<file path="config.mk">
export PLATFORM = sky130hd
export DESIGN_NAME = uart_transceiver
export DESIGN_NICKNAME = d
export VERILOG_FILES = /design/src/rtl/uart_pkg.sv /design/src/rtl/uart_baud_gen.sv /design/src/rtl/uart_transceiver.sv
export SDC_FILE = /design/constraint.sdc
export NUM_CORES = 1
export LEC_CHECK = 0
export CELL_PAD_IN_SITES_DETAIL_PLACEMENT = 0
export CELL_PAD_IN_SITES_GLOBAL_PLACEMENT = 1
export CORE_MARGIN = 2
export CORE_UTILIZATION = 30
export DETAILED_ROUTE_END_ITERATION = 7
export GPL_TIMING_DRIVEN = 0
export PLACE_DENSITY = 0.66
export SETUP_SLACK_MARGIN = 0.02
export SLEW_MARGIN = 5
export SYNTH_ARGS = -nofsm -noshare
export SYNTH_HDL_FRONTEND = slang
export SYNTH_SLANG_ARGS = --single-unit
</file>
<file path="constraint.sdc">
create_clock -name clk -period 2.35 [get_ports clk]
set_clock_uncertainty 0.2 [all_clocks]
set_input_delay 0.47 -clock clk [delete_from_list [all_inputs] [get_ports clk]]
set_output_delay 0.47 -clock clk [all_outputs]
set_load 0.02 [all_outputs]
</file>
<file path="src/rtl/uart_pkg.sv">
// uart_pkg: shared types and constants for the 8N1 UART transceiver.
// Optional even parity is enabled by defining UART_PARITY_EN.
package uart_pkg;

  localparam int OVERSAMPLE = 16;
  localparam int DATA_BITS  = 8;
  localparam int SAMPLE_MID = 8;

  typedef enum logic [2:0] {
    RX_IDLE,
    RX_START,
    RX_DATA,
    RX_PARITY,
    RX_STOP
  } rx_state_t;

  typedef enum logic [2:0] {
    TX_IDLE,
    TX_START,
    TX_DATA,
    TX_PARITY,
    TX_STOP
  } tx_state_t;

  // Rounded clock divider for the 16x oversampling tick, never below 1.
  function automatic int calc_divisor(input int freq_hz, input int baud);
    int d;
    d = (freq_hz + 8 * baud) / (16 * baud);
    if (d < 1) d = 1;
    return d;
  endfunction

endpackage

</file>
<file path="src/rtl/uart_baud_gen.sv">
// uart_baud_gen: free-running divider that emits a one-cycle tick every
// DIVISOR clocks; shared 16x oversampling enable for RX and TX.
module uart_baud_gen #(
  parameter int DIVISOR = 27
) (
  input  logic i_clk,
  input  logic i_rst_n,
  output logic o_tick
);

  localparam int CW = (DIVISOR > 1) ? $clog2(DIVISOR) : 1;
  localparam logic [CW-1:0] LAST = CW'(DIVISOR - 1);

  logic [CW-1:0] r_cnt;
  logic          r_tick;

  // Count 0..DIVISOR-1 and register a tick pulse on each wrap.
  always_ff @(posedge i_clk) begin
    if (!i_rst_n) begin
      r_cnt  <= '0;
      r_tick <= 1'b0;
    end else if (r_cnt == LAST) begin
      r_cnt  <= '0;
      r_tick <= 1'b1;
    end else begin
      r_cnt  <= r_cnt + 1'b1;
      r_tick <= 1'b0;
    end
  end

  assign o_tick = r_tick;

endmodule

</file>
<file path="src/rtl/uart_transceiver.sv">
// uart_transceiver: full-duplex 8N1 UART, LSB first, idle-high line,
// 16x oversampled receiver and transmitter sharing one baud tick.
// Define UART_PARITY_EN to add an even-parity bit (11-bit frame) on both
// directions; rx_error then also flags parity mismatches.
module uart_transceiver
  import uart_pkg::*;
#(
  parameter int freq_hz = 50000000,
  parameter int baud    = 115200
) (
  input  logic       clk,
  input  logic       reset,
  input  logic       uart_rxd,
  output logic       uart_txd,
  output logic [7:0] rx_data,
  output logic       rx_avail,
  output logic       rx_error,
  input  logic       rx_ack,
  input  logic [7:0] tx_data,
  input  logic       tx_wr,
  output logic       tx_busy
);

  localparam int         DIVISOR   = calc_divisor(freq_hz, baud);
  localparam logic [3:0] LAST_TICK = 4'(OVERSAMPLE - 1);
  localparam logic [3:0] MID_TICK  = 4'(SAMPLE_MID - 1);
  localparam logic [2:0] LAST_BIT  = 3'(DATA_BITS - 1);

  logic w_tick;
  logic w_rxd;

  uart_baud_gen #(
    .DIVISOR(DIVISOR)
  ) u_baud_gen (
    .i_clk  (clk),
    .i_rst_n(reset),
    .o_tick (w_tick)
  );

  // ---------------------------------------------------------------- RX
  logic       r_rxd_meta;
  logic       r_rxd_sync;
  rx_state_t  r_rx_state;
  logic [3:0] r_rx_tick_cnt;
  logic [2:0] r_rx_bit_cnt;
  logic [7:0] r_rx_shift;
  logic [7:0] r_rx_data;
  logic       r_rx_avail;
  logic       r_rx_error;
  logic       r_rx_wait_high;
`ifdef UART_PARITY_EN
  logic       r_rx_par_err;
`endif

  // Two-flop synchronizer for the asynchronous serial input.
  always_ff @(posedge clk) begin
    if (!reset) begin
      r_rxd_meta <= 1'b1;
      r_rxd_sync <= 1'b1;
    end else begin
      r_rxd_meta <= uart_rxd;
      r_rxd_sync <= r_rxd_meta;
    end
  end

  assign w_rxd = r_rxd_sync;

  // Receive FSM: start validation at mid-bit, centre sampling, output hold.
  always_ff @(posedge clk) begin
    if (!reset) begin
      r_rx_state     <= RX_IDLE;
      r_rx_tick_cnt  <= '0;
      r_rx_bit_cnt   <= '0;
      r_rx_data      <= '0;
      r_rx_avail     <= 1'b0;
      r_rx_error     <= 1'b0;
      r_rx_wait_high <= 1'b0;
`ifdef UART_PARITY_EN
      r_rx_par_err   <= 1'b0;
`endif
    end else begin
      // Acknowledge first so a completing byte in the same cycle wins.
      if (rx_ack) r_rx_avail <= 1'b0;
      case (r_rx_state)
        RX_IDLE: begin
          r_rx_tick_cnt <= '0;
          // After a zero stop bit, wait for the line to go high before
          // looking for a new start edge.
          if (r_rx_wait_high) begin
            if (w_rxd) r_rx_wait_high <= 1'b0;
          end else if (!w_rxd) begin
            r_rx_state <= RX_START;
          end
        end
        RX_START: begin
          if (w_tick) begin
            if (r_rx_tick_cnt == MID_TICK) begin
              r_rx_tick_cnt <= '0;
              r_rx_bit_cnt  <= '0;
              r_rx_state    <= w_rxd ? RX_IDLE : RX_DATA;
            end else begin
              r_rx_tick_cnt <= r_rx_tick_cnt + 4'd1;
            end
          end
        end
        RX_DATA: begin
          if (w_tick) begin
            r_rx_tick_cnt <= r_rx_tick_cnt + 4'd1;
            if (r_rx_tick_cnt == LAST_TICK) begin
              r_rx_shift   <= {w_rxd, r_rx_shift[7:1]};
              r_rx_bit_cnt <= r_rx_bit_cnt + 3'd1;
              if (r_rx_bit_cnt == LAST_BIT) begin
`ifdef UART_PARITY_EN
                r_rx_state <= RX_PARITY;
`else
                r_rx_state <= RX_STOP;
`endif
              end
            end
          end
        end
`ifdef UART_PARITY_EN
        RX_PARITY: begin
          if (w_tick) begin
            r_rx_tick_cnt <= r_rx_tick_cnt + 4'd1;
            if (r_rx_tick_cnt == LAST_TICK) begin
              r_rx_par_err <= w_rxd ^ (^r_rx_shift);
              r_rx_state   <= RX_STOP;
            end
          end
        end
`endif
        RX_STOP: begin
          if (w_tick) begin
            r_rx_tick_cnt <= r_rx_tick_cnt + 4'd1;
            if (r_rx_tick_cnt == LAST_TICK) begin
              r_rx_data      <= r_rx_shift;
              r_rx_avail     <= 1'b1;
`ifdef UART_PARITY_EN
              r_rx_error     <= ~w_rxd | r_rx_par_err;
`else
              r_rx_error     <= ~w_rxd;
`endif
              r_rx_wait_high <= ~w_rxd;
              r_rx_state     <= RX_IDLE;
            end
          end
        end
        default: r_rx_state <= RX_IDLE;
      endcase
    end
  end

  assign rx_data  = r_rx_data;
  assign rx_avail = r_rx_avail;
  assign rx_error = r_rx_error;

  // ---------------------------------------------------------------- TX
  tx_state_t  r_tx_state;
  logic [3:0] r_tx_tick_cnt;
  logic [2:0] r_tx_bit_cnt;
  logic [7:0] r_tx_shift;
  logic       r_txd;
  logic       r_tx_busy;
`ifdef UART_PARITY_EN
  logic       r_tx_par;
`endif

  // Transmit FSM: each bit held for 16 ticks, line output registered.
  always_ff @(posedge clk) begin
    if (!reset) begin
      r_tx_state    <= TX_IDLE;
      r_tx_tick_cnt <= '0;
      r_tx_bit_cnt  <= '0;
      r_txd         <= 1'b1;
      r_tx_busy     <= 1'b0;
    end else begin
      case (r_tx_state)
        TX_IDLE: begin
          r_txd         <= 1'b1;
          r_tx_tick_cnt <= '0;
          r_tx_bit_cnt  <= '0;
          if (tx_wr) begin
            r_tx_shift <= tx_data;
`ifdef UART_PARITY_EN
            r_tx_par   <= ^tx_data;
`endif
            r_txd      <= 1'b0;
            r_tx_busy  <= 1'b1;
            r_tx_state <= TX_START;
          end
        end
        TX_START: begin
          if (w_tick) begin
            r_tx_tick_cnt <= r_tx_tick_cnt + 4'd1;
            if (r_tx_tick_cnt == LAST_TICK) begin
              r_txd      <= r_tx_shift[0];
              r_tx_state <= TX_DATA;
            end
          end
        end
        TX_DATA: begin
          if (w_tick) begin
            r_tx_tick_cnt <= r_tx_tick_cnt + 4'd1;
            if (r_tx_tick_cnt == LAST_TICK) begin
              r_tx_bit_cnt <= r_tx_bit_cnt + 3'd1;
              if (r_tx_bit_cnt == LAST_BIT) begin
`ifdef UART_PARITY_EN
                r_txd      <= r_tx_par;
                r_tx_state <= TX_PARITY;
`else
                r_txd      <= 1'b1;
                r_tx_state <= TX_STOP;
`endif
              end else begin
                r_tx_shift <= {1'b0, r_tx_shift[7:1]};
                r_txd      <= r_tx_shift[1];
              end
            end
          end
        end
`ifdef UART_PARITY_EN
        TX_PARITY: begin
          if (w_tick) begin
            r_tx_tick_cnt <= r_tx_tick_cnt + 4'd1;
            if (r_tx_tick_cnt == LAST_TICK) begin
              r_txd      <= 1'b1;
              r_tx_state <= TX_STOP;
            end
          end
        end
`endif
        TX_STOP: begin
          if (w_tick) begin
            r_tx_tick_cnt <= r_tx_tick_cnt + 4'd1;
            if (r_tx_tick_cnt == LAST_TICK) begin
              r_tx_busy  <= 1'b0;
              r_tx_state <= TX_IDLE;
            end
          end
        end
        default: r_tx_state <= TX_IDLE;
      endcase
    end
  end

  assign uart_txd = r_txd;
  assign tx_busy  = r_tx_busy;

endmodule

</file>
# ---- Yosys cells after proc, flatten, opt, wreduce, memory -nomap -nowiden
# Index checks and enable logic that the tools add are counted.
dict set report totals {
  mem_bits_rw 0
  memories 0
  wordCells 141
  ff_bits 57
  out_inout_bits 12
  latchBits 0
  rom_bits 0
}
dict set report classes {
  order_cmp 0
  n_bitwise 2
  div 0
  n_addsub 5
  shifts 0
  n_reduce_logical 24
  n_mux 60
  n_mul 0
  eq_ne 32
}
# cell n
set op_table {}
lappend op_table {{3-bit 2-to-1 mux} 23}
lappend op_table {{8-bit 2-to-1 mux} 4}
lappend op_table {{2-bit inequality test (second input constant)} 12}
lappend op_table {{3-bit case mux with 4 select lines} 2}
lappend op_table {{1-bit 2-to-1 mux} 18}
lappend op_table {{4-bit 2-to-1 mux} 4}
lappend op_table {{2-bit by 1-bit inequality test with 1-bit output (second input constant)} 8}
lappend op_table {{8-bit case mux with 2 select lines} 1}
lappend op_table {{3-bit == test (second input constant)} 4}
lappend op_table {{3-bit case mux with 2 select lines} 2}
lappend op_table {{4-bit case mux with 3 select lines} 1}
lappend op_table {{3-bit AND reduction} 4}
lappend op_table {{5-bit AND reduction} 2}
lappend op_table {{2-bit nonzero test} 5}
lappend op_table {{9-bit AND reduction} 1}
lappend op_table {{4-bit by 1-bit adder with 4-bit output (second input constant)} 2}
lappend op_table {{4-bit == test (second input constant)} 2}
lappend op_table {{4-bit case mux with 2 select lines} 1}
lappend op_table {{4-bit AND reduction} 2}
lappend op_table {{8-bit AND reduction} 1}
lappend op_table {{3-bit by 1-bit adder with 3-bit output (second input constant)} 2}
lappend op_table {{3-bit by 1-bit == test with 1-bit output (second input constant)} 2}
lappend op_table {{3-bit by 2-bit == test with 1-bit output (second input constant)} 2}
lappend op_table {{3-bit logical NOT} 2}
lappend op_table {{other kinds (12)} 16}

# ---- Longest topological paths before layout
# Gate-level depths: netlist of run 1.
dict set report depth {
  word_depth 5
  depth_mapped 7
  mapped_depth_nobuf 6
}

# ---- By module
# Synthesis of run 1 repeated with hierarchy kept, for this count alone.
dict set report hier_totals {
  hier_cells 264
  hier_area_um2 2653.8
}
# mod instances cells_per_inst area_each_um2
set modules_own_cells {}
lappend modules_own_cells {uart_transceiver 1 240 2383.5}
lappend modules_own_cells {uart_baud_gen 1 24 270.3}

# ---- Worst setup path before layout of run 1
# OpenSTA, ideal clock, no wires.
dict set report synth_path {
  kind {register to register}
  startpoint {reg r_tx_tick_cnt[0]}
  endpoint {reg r_tx_shift[0], enable pin}
  required_ns 1.755
  n_path_buf 0
  period_less_slack_ns 2.383
  slack_ns -0.033
  setup_ns 0.395
  path_stages_with_launch 6
  arrival_ns 1.788
  cell_sequence {dfxtp_1 ha_1 nand4_1 nor3_1 a21oi_1 nor4_1}
}
dict set report synth_via {
  elab_chain_len 3
}
# element line
set synth_rtl {}
lappend synth_rtl {{start: declaration} uart_transceiver.sv:160} ;# logic [3:0] r_tx_tick_cnt;
lappend synth_rtl {{start signal: assignment} uart_transceiver.sv:195} ;# r_tx_tick_cnt <= r_tx_tick_cnt + 4'd1;
lappend synth_rtl {{start signal: assignment} uart_transceiver.sv:204} ;# r_tx_tick_cnt <= r_tx_tick_cnt + 4'd1;
lappend synth_rtl {{start signal: assignment} uart_transceiver.sv:235} ;# r_tx_tick_cnt <= r_tx_tick_cnt + 4'd1;
lappend synth_rtl {{4-bit == test} uart_transceiver.sv:205} ;# if (r_tx_tick_cnt == LAST_TICK) begin
lappend synth_rtl {{2-bit inequality test (no line)} n/a}
lappend synth_rtl {{6-bit AND reduction (no line)} n/a}
lappend synth_rtl {{end signal: assignment} uart_transceiver.sv:184} ;# r_tx_shift <= tx_data;
lappend synth_rtl {{end signal: assignment} uart_transceiver.sv:216} ;# r_tx_shift <= {1'b0, r_tx_shift[7:1]};
lappend synth_rtl {{end: declaration} uart_transceiver.sv:162} ;# logic [7:0] r_tx_shift;
# Every way passes these cells.
# A chain may end at the register's enable or synchronous reset.

# ---- Worst setup path in the final report of run 1
dict set report layout_path {
  startpoint {reg r_tx_tick_cnt[0]}
  endpoint {reg r_tx_shift[3], enable pin}
}
# The elaborated chain is that of the path after synthesis.

==> reports/qor.txt, run 1 <==
Net count, final - 312
antenna viol nets, final - 0
GRT overflow - 0
Synth warnings - 0
worst slew pin tran - 0.636 ns
Clock Tree Root - clkbuf_8
htree depth - 3
Power Density - 613 nW/um^2
synthesized-area fraction occupied by adder cells - 3.93%
Final min period - 2.11 ns
die area - 9250 sq um
WHS Path Cells - 1
dpl hpwl - 3800 microns
CP Launch Type - flip-flop
CTS tree - yes
total track usage - 13.2%
initial core utilization - 31.0%
syn nets - 277
CTS hold repair buffers - 0
# IOs - 25
antenna cell count - 0
DRT iter0 DRCs - 121
WP data required - 2.19 ns
FF-to-FF Start - r_tx_tick_cnt[0]
initial antenna violation count - 0
final worst-path cycle share - 89.6%
CP max FO - 8
Crit Path Class - reg2reg
post-synthesis compound-gate area fraction - 14.5%
Via density - 5.00
largest family of logic cells by synthesized area - simple AND/OR/NAND/NOR gates
kind of end point of the critical path - flip-flop
CP arrival - 1.94 ns
pin count of the biggest net entering global routing - 11
Max Cap Viol - 0
synthesized area - 2550 sq um
area delta synth->final - 21.1%
core box area - 8220 sq um
first-pass GRT wire length - 9230 microns
vias in the first global route - 1915
placer's final routability congestion estimate - 0.739
Cells after Synth - 256
TNS Setup - 0 ns
Post-Synth Simple-Gate Area - 20.9%
multiplexer share of the synthesized area - 4.27%
RSZ-0062 raised after global routing - no
Sink Count - 57
Clock Latency Late Sink - 0.33 ns
WL final - 5400 microns
dominant synthesized flop cell - dfxtp_1
Worst IR Drop VDD - 0.000302 V
# rows - 33
Leak - 1.09 nW
Slew Limit Fails - 0
fraction of layout instances using a drive strength above 1 - 11.5%
Post-route DRC - 0
EDFF count, synth - 16
slew margin rel. - 57.6%
Max clock buf depth - 2
# setup viols final - 0
Post-Synth XOR/XNOR Area - 1.72%
Clk pin slew, worst setup/hold paths - 0.06 ns
total design power - 1.89 mW
flop2flop setup slack - 0.24 ns
cell depth of the worst flop-to-flop path - 6
dpl cells - 384
sequential share of the synthesized area - 51.0%
Hold Path End - r_rxd_sync
fmax - 0.475 GHz
die width - 96.2 microns
Syn Area/Cell - 9.96 sq um
Synth async-reset ratio - 0%
status - completed
port bufs - 23
Num CTS Buffers - 9
Synth cell types - 52
hold path start - r_rxd_meta
DR WL/cell - 13.5 microns
DR vias - 1998
Final Non-Filler Cells - 400
final hold vios - 0
Die Y - 96.2 microns
FF-to-FF End - r_tx_shift[3]
Yosys reg bits - 57
drt pass-1 iters - 4
Worst Hold Class - reg2reg
-- cell type report --
cell class / count / area, sq um
buffer: 17 / 71.3
clock buffer: 11 / 131
clock inverter: 4 / 21.3
fill: 842 / 5130
inverter: 6 / 22.5
multi-input combinational: 176 / 1170
sequential: 57 / 1300
tap: 105 / 131
timing repair buffer: 24 / 238
-- sequential cells by signal (all words and copies together), names as in the netlist --
signal	flops
tx_busy	1
rx_avail	1
r_rx_tick_cnt	4
rx_error	1
r_rxd_sync	1
r_rx_bit_cnt	3
r_rx_state	3
r_tx_shift	8
r_rx_wait_high	1
r_tx_tick_cnt	4
r_rx_shift	8
r_tx_state	3
uart_txd	1
r_rxd_meta	1
u_baud_gen.r_cnt	5
u_baud_gen.o_tick	1
r_tx_bit_cnt	3
rx_data	8
-- cell usage in the layout, fill, tap and decap left out, types with 4 or more instances in the layout --
master / count
a21oi_1: 13
buf_2: 6
clkbuf_1: 13
clkbuf_8: 9
clkdlybuf4s50_1: 23
dfxtp_1: 41
edfxtp_1: 16
ha_1: 8
inv_1: 4
mux2_2: 7
nand2_1: 17
nand2b_1: 5
nand3_1: 18
nor2_1: 19
nor2b_1: 4
nor3_1: 4
nor3b_1: 6
o21ai_0: 12
-- through the flow --
step	hold WS (ns)	utilization [%]	setup slack, ns	instance area, sq um
CTS	0.220	37.5	0.127	3080
detailed placement	0.201	35.5	-0.103	2920
global route	0.228	37.6	0.0591	3090
finish	0.213	37.6	0.244	3090
floorplan	0.186	-	0.295	2560
global placement	0.190	35.5	-0.107	2920
-- Yosys cell counts (all sizes together) (3+ instances only) --
| library cell | number | area (sq um) |
|---|---|---|
| nor3b | 6 | 45.0 |
| xor2 | 3 | 26.3 |
| clkbuf | 11 | 41.3 |
| inv | 5 | 18.8 |
| nand2b | 5 | 31.3 |
| nand3 | 19 | 100 |
| nand2 | 17 | 63.8 |
| dfxtp | 41 | 821 |
| buf | 6 | 30.0 |
| nand4 | 3 | 18.8 |
| edfxtp | 16 | 480 |
| nor2b | 4 | 25.0 |
| and3 | 3 | 18.8 |
| ha | 8 | 100 |
| nor3 | 4 | 20.0 |
| mux2 | 7 | 78.8 |
| and4 | 3 | 26.3 |
| a211oi | 4 | 42.5 |
| nor2 | 19 | 71.3 |
| or3 | 3 | 18.8 |
| a21oi | 13 | 65.1 |
| mux2i | 3 | 30.0 |
| o21ai | 13 | 65.1 |
| nor4 | 4 | 25.0 |
-- cell families after synthesis --
logic type	after synthesis
XOR/XNOR	5
AO/OA/AOI/OAI	54
flip-flops	57
multiplexers	10
adder cells (fa/ha/maj)	8
AND/OR/NAND/NOR	99
buffers and inverters	23
-- worst max path at each step --
stage | start | to | slack, ns | depth (start not counted)
floorplan | r_tx_tick_cnt[0] | r_tx_shift[0] | 0.30 | 5
finish | r_tx_tick_cnt[0] | r_tx_shift[3] | 0.24 | 6
global route | r_tx_tick_cnt[0] | r_tx_shift[2] | 0.06 | 6
global placement | reset | r_tx_shift[7] | -0.11 | 3
CTS | r_tx_tick_cnt[0] | r_tx_shift[3] | 0.13 | 5
detailed placement | tx_wr | r_tx_shift[7] | -0.10 | 3
-- layer usage --
metal | share of wire [%] | routed length (microns) | vias to the layer above | global-route usage (%)
li1 | - | - | 1018 | -
met1 | 50 | 2710 | 928 | 17.7
met2 | 44 | 2350 | 42 | 19.6
met3 | 4.3 | 232 | 10 | 4.39
met4 | 1.9 | 104 | 0 | 5.00
met5 | 0 | 0 | - | 0
-- critical path, stage by stage, from the launching register on --
cell and delay [ns]:
dfxtp_1 0.37, ha_1 0.23, nand4_1 0.28, nor3_1 0.22
a21oi_1 0.09, nor4_4 0.21, buf_4 0.21
-- power by group --
group          leakage (nW)  total, mW  internal [mW]  switching, mW
Sequential            0.478       1.04           1.03         0.0122
Clock                0.0766      0.743          0.369          0.374
Combinational         0.534      0.111         0.0518         0.0592
Total                  1.09       1.89           1.45          0.445
-- repair_timing --
action,4_1_cts,5_1_grt
endpoints found under the setup margin,8,8
buffers inserted,0,1
gates resized for setup,1,0
pin swaps,0,1
Power figures use the tool's default switching activity.
==> run 2, diff against run 1 <==
--- a/config.mk
+++ b/config.mk
@@ -8,10 +8,10 @@
 export CELL_PAD_IN_SITES_DETAIL_PLACEMENT = 0
 export CELL_PAD_IN_SITES_GLOBAL_PLACEMENT = 1
 export CORE_MARGIN = 2
-export CORE_UTILIZATION = 30
+export CORE_UTILIZATION = 40
 export DETAILED_ROUTE_END_ITERATION = 7
 export GPL_TIMING_DRIVEN = 0
-export PLACE_DENSITY = 0.66
+export PLACE_DENSITY = 0.82
 export SETUP_SLACK_MARGIN = 0.02
 export SLEW_MARGIN = 5
 export SYNTH_ARGS = -nofsm -noshare
==> reports/qor.txt, run 2 (synthesized netlist as in run 1, its figures left out) <==
status - completed
drt pass-1 iters - 4
CP max FO - 8
Final min period - 2.14 ns
die area - 7030 sq um
critical-path cell list - ha_1 > nand4_1 > nor3_1 > a21oi_1 > nor4_4 > buf_4
Max Cap Viol - 0
# setup viols final - 0
cell depth of the worst flop-to-flop path - 6
post-layout util - 50.1%
Via density - 5.30
DRT iter0 DRCs - 151
Worst IR Drop VDD - 0.000411 V
Slowest cell on crit path - dfxtp_1
most common cell after layout, fill and taps aside - dfxtp_1
Area after DPL - 2880 sq um
final hold vios - 0
vias in the first global route - 1911
Power Density - 700 nW/um^2
port bufs - 23
metal3 WL - 204 microns
fraction of layout instances using a drive strength above 1 - 12.8%
slew margin rel. - 56.9%
Crit Path Class - reg2reg
fmax - 0.467 GHz
htree depth - 3
Post-route DRC - 0
CP arrival - 1.98 ns
CTS hold repair buffers - 0
initial antenna violation count - 0
# rows - 29
Net count, final - 312
WHS Path Cells - 1
Die Y - 83.8 microns
DR WL/cell - 14.3 microns
Clock Latency Late Sink - 0.34 ns
first-pass GRT wire length - 8940 microns
core box area - 6240 sq um
Sink Count - 57
worst slew pin tran - 0.646 ns
GRT overflow - 0
Worst Hold Class - reg2reg
antenna viol nets, final - 0
design area - 3130 sq um
met2 wire len - 2510 microns
area delta synth->final - 22.7%
Slew Limit Fails - 0
Buf+Inv Stages, Crit Path - 1
Num CTS Buffers - 9
sw frac - 21.1%
P_int - 1.73 mW
crit-path leading delay family - simple AND/OR/NAND/NOR gates
WL final - 5330 microns
Comb pwr share - 5.1%
dpl hpwl - 3750 microns
placer's final routability congestion estimate - 0.786
initial core utilization - 40.9%
RSZ-0062 raised after global routing - no
DR vias - 1977
Fillers - 596
antenna cell count - 0
Clock Tree Root - clkbuf_8
pin count of the biggest net entering global routing - 11
kind of end point of the critical path - flip-flop
power share of the clock group - 47.6%
Flop pwr share - 47.4%
highest routed layer - met4
sw power - 0.463 mW
final worst-path cycle share - 91.1%
max incr delay on CP - 0.37 ns
die width - 83.8 microns
Max clock buf depth - 2
WP data required - 2.19 ns
Crit. path cell count - 6
Leak - 1.13 nW
Clk pin slew, worst setup/hold paths - 0.07 ns
total track usage - 16.2%
CP Launch Type - flip-flop
CTS tree - yes
most frequent cells in the layout - 41 x dfxtp_1, 23 x clkdlybuf4s50_1, 19 x nor2_1
Met1 Wirelength - 2570 microns
# IOs - 25
## run 2: cell types whose count changed in the layout (fill, tap and decap cells not counted), sizes merged
cell    before  now
bufinv       0    2
clkinv       4    3
## run 2: what timing repair did
| item | CTS | global route |
|---|---|---|
| setup endpoints to repair | 8 | 8 |
| gates resized for setup | 1 | 0 |
| endpoints found under the hold margin | 0 | 0 |
| setup buffers | 0 | 1 |
| pin swaps | 0 | 1 |
## run 2: path summary, 6_finish.rpt
check,start,endpoint,slack [ns]
worst min register to register,r_rxd_meta,r_rxd_sync,0.24
worst max-delay path,r_tx_tick_cnt[0],r_tx_shift[5],0.21
worst max register to register,r_tx_tick_cnt[0],r_tx_shift[5],0.21
worst min-delay path,r_rxd_meta,r_rxd_sync,0.24
## run 2: per-stage QoR
stage	instances	TNS, ns	power [mW]	worst slack [ns]	hold slack (ns)
4_1_cts	372	0	2.21	0.138	0.237
3_5_place_dp	356	-0.666	1.17	-0.0835	0.221
6_report	373	0	2.19	0.210	0.237
3_3_place_gp	356	-0.524	1.17	-0.0658	0.218
5_1_grt	373	0	2.27	0.0633	0.254
2_1_floorplan	256	0	1.12	0.295	0.186
## run 2: per-layer routing
layer / GRT usage (%) / vias to the layer above
met4: 8.80 / 0
met3: 4.06 / 2
li1: - / 1015
met1: 20.4 / 924
met5: 0 / -
met2: 25.5 / 36
## run 2: cell type report
class | instances | area, sq um | share of cell area [%]
tap | 77 | 96.3 | 3.08
timing repair buffer | 24 | 238 | 7.60
sequential | 57 | 1300 | 41.6
clock buffer | 11 | 151 | 4.84
buffer | 17 | 71.3 | 2.28
clock inverter | 5 | 77.6 | 2.48
multi-input combinational | 176 | 1170 | 37.4
inverter | 6 | 22.5 | 0.720
## run 2: power by group through the flow
stage	clock (mW)	sequential, mW	combinational, mW
6_report	1.04	1.04	0.111
5_1_grt	1.11	1.04	0.123
4_1_cts	1.06	1.04	0.110
3_5_place_dp	0	1.06	0.108
3_3_place_gp	0	1.06	0.107
2_1_floorplan	0	1.06	0.0621
==> run 3, diff against run 2 <==
--- a/config.mk
+++ b/config.mk
@@ -8,10 +8,11 @@
 export CELL_PAD_IN_SITES_DETAIL_PLACEMENT = 0
 export CELL_PAD_IN_SITES_GLOBAL_PLACEMENT = 1
 export CORE_MARGIN = 2
-export CORE_UTILIZATION = 40
+export CORE_UTILIZATION = 44
 export DETAILED_ROUTE_END_ITERATION = 7
+export DONT_BUFFER_PORTS = 1
 export GPL_TIMING_DRIVEN = 0
-export PLACE_DENSITY = 0.82
+export PLACE_DENSITY = 0.81
 export SETUP_SLACK_MARGIN = 0.02
 export SLEW_MARGIN = 5
 export SYNTH_ARGS = -nofsm -noshare
==> reports/qor.txt, run 3 (synthesized netlist as in run 1, its figures left out) <==
htree depth - 3
TNS Setup - 0 ns
# IOs - 25
CP arrival - 2.00 ns
dpl hpwl - 3440 microns
Sink Count - 57
pin count of the biggest net entering global routing - 11
worst slew pin tran - 0.616 ns
CTS tree - yes
Via density - 5.54
flip-flop and latch area - 1300 sq um
Final min period - 2.16 ns
die area - 6420 sq um
WP data required - 2.19 ns
port bufs - 0
Max clock buf depth - 2
vias in the first global route - 1882
CP Launch Type - flip-flop
# rows - 27
die width - 80.1 microns
RSZ-0062 raised after global routing - no
drt pass-1 iters - 4
fraction of layout instances using a drive strength above 1 - 13.2%
Slew Limit Fails - 0
total track usage - 18.0%
first-pass GRT wire length - 8730 microns
Crit Path Class - reg2reg
placer's final routability congestion estimate - 0.768
core box area - 5540 sq um
kind of end point of the critical path - flip-flop
dpl cells - 328
CP max FO - 8
Num CTS Buffers - 9
Fillers - 538
DR vias - 1913
Net count, final - 289
Worst Hold Class - in2reg
Worst IR Drop VDD - 0.000527 V
area delta synth->final - 12.2%
Area after DPL - 2650 sq um
antenna cell count - 0
Post-route DRC - 0
Die Y - 80.1 microns
DRT iter0 DRCs - 134
total design power - 2.04 mW
Leak - 1.03 nW
WL final - 5120 microns
Clock Latency Late Sink - 0.33 ns
Max Cap Viol - 0
final worst-path cycle share - 91.9%
Clock Tree Root - clkbuf_8
design area - 2860 sq um
final hold vios - 0
most frequent cells in the layout - 41 x dfxtp_1, 19 x nor2_1, 18 x nand3_1
status - completed
GRT overflow - 0
most common cell after layout, fill and taps aside - dfxtp_1
antenna viol nets, final - 0
area of the multi-input gates - 1170 sq um
initial core utilization - 46.0%
# setup viols final - 0
fmax - 0.463 GHz
CTS hold repair buffers - 0
DR WL/cell - 14.8 microns
slew margin rel. - 58.9%
initial antenna violation count - 0
Clk pin slew, worst setup/hold paths - 0.06 ns
hold_ws - 0.0385 ns
Power Density - 713 nW/um^2
Final Non-Filler Cells - 345
-- run 3: cell types whose count changed in the layout (fill, tap and decap cells not counted), sizes merged --
cell           delta
bufinv            -1
clkbuf            +2
clkdlybuf4s50    -23
clkinvlp          -1
-- run 3: through the flow --
stage               util, %  setup slack (ns)
global route           51.6            0.0584
global placement       47.8           -0.0743
detailed placement     47.8            -0.123
floorplan                 -             0.295
CTS                    51.5            0.0786
finish                 51.6             0.190
-- run 3: power breakdown --
group | total [mW] | internal [mW] | switching [mW]
registers | 1.04 | 1.03 | 0.0160
clock network | 0.916 | 0.545 | 0.372
logic | 0.0820 | 0.0318 | 0.0502
-- run 3: routing by layer --
| layer | part of all wire (%) | global-route usage [%] | vias up |
|---|---|---|---|
| li1 | - | - | 970 |
| met1 | 48 | 23.1 | 896 |
| met2 | 46 | 27.6 | 36 |
| met3 | 4.3 | 7.19 | 11 |
| met4 | 1.6 | 6.44 | 0 |
| met5 | 0 | 0 | - |
-- run 3: worst paths after layout --
check / cells past startpoint / endpoint / slack [ns] / from
min reg2reg: 1 / r_rxd_sync / 0.21 / r_rxd_meta
max: 6 / r_tx_shift[2] / 0.19 / r_tx_tick_cnt[0]
min: 1 / r_rxd_meta / 0.04 / uart_rxd
max reg2reg: 6 / r_tx_shift[2] / 0.19 / r_tx_tick_cnt[0]
-- run 3: worst max-delay path, cell delays in order (launching register included) --
cell	delay [ns]
dfxtp_1	0.38
ha_1	0.23
nand4_1	0.31
nor3_1	0.23
a21oi_1	0.10
nor4_4	0.21
buf_4	0.21
-- run 3: cell type report --
class	count	share of cell area [%]
Buffer	17	2.49
Clock buffer	13	5.55
Clock inverter	3	1.40
Inverter	6	0.787
Multi-Input combinational cell	176	40.9
Sequential cell	57	45.5
Tap cell	72	3.15
Timing Repair Buffer	1	0.262
-- run 3: timing repair --
| item | 4_1_cts | 5_1_grt |
|---|---|---|
| setup endpoints to repair | 8 | 8 |
| pin swaps | 0 | 1 |
| gates resized for setup | 1 | 0 |
| buffers inserted | 0 | 1 |
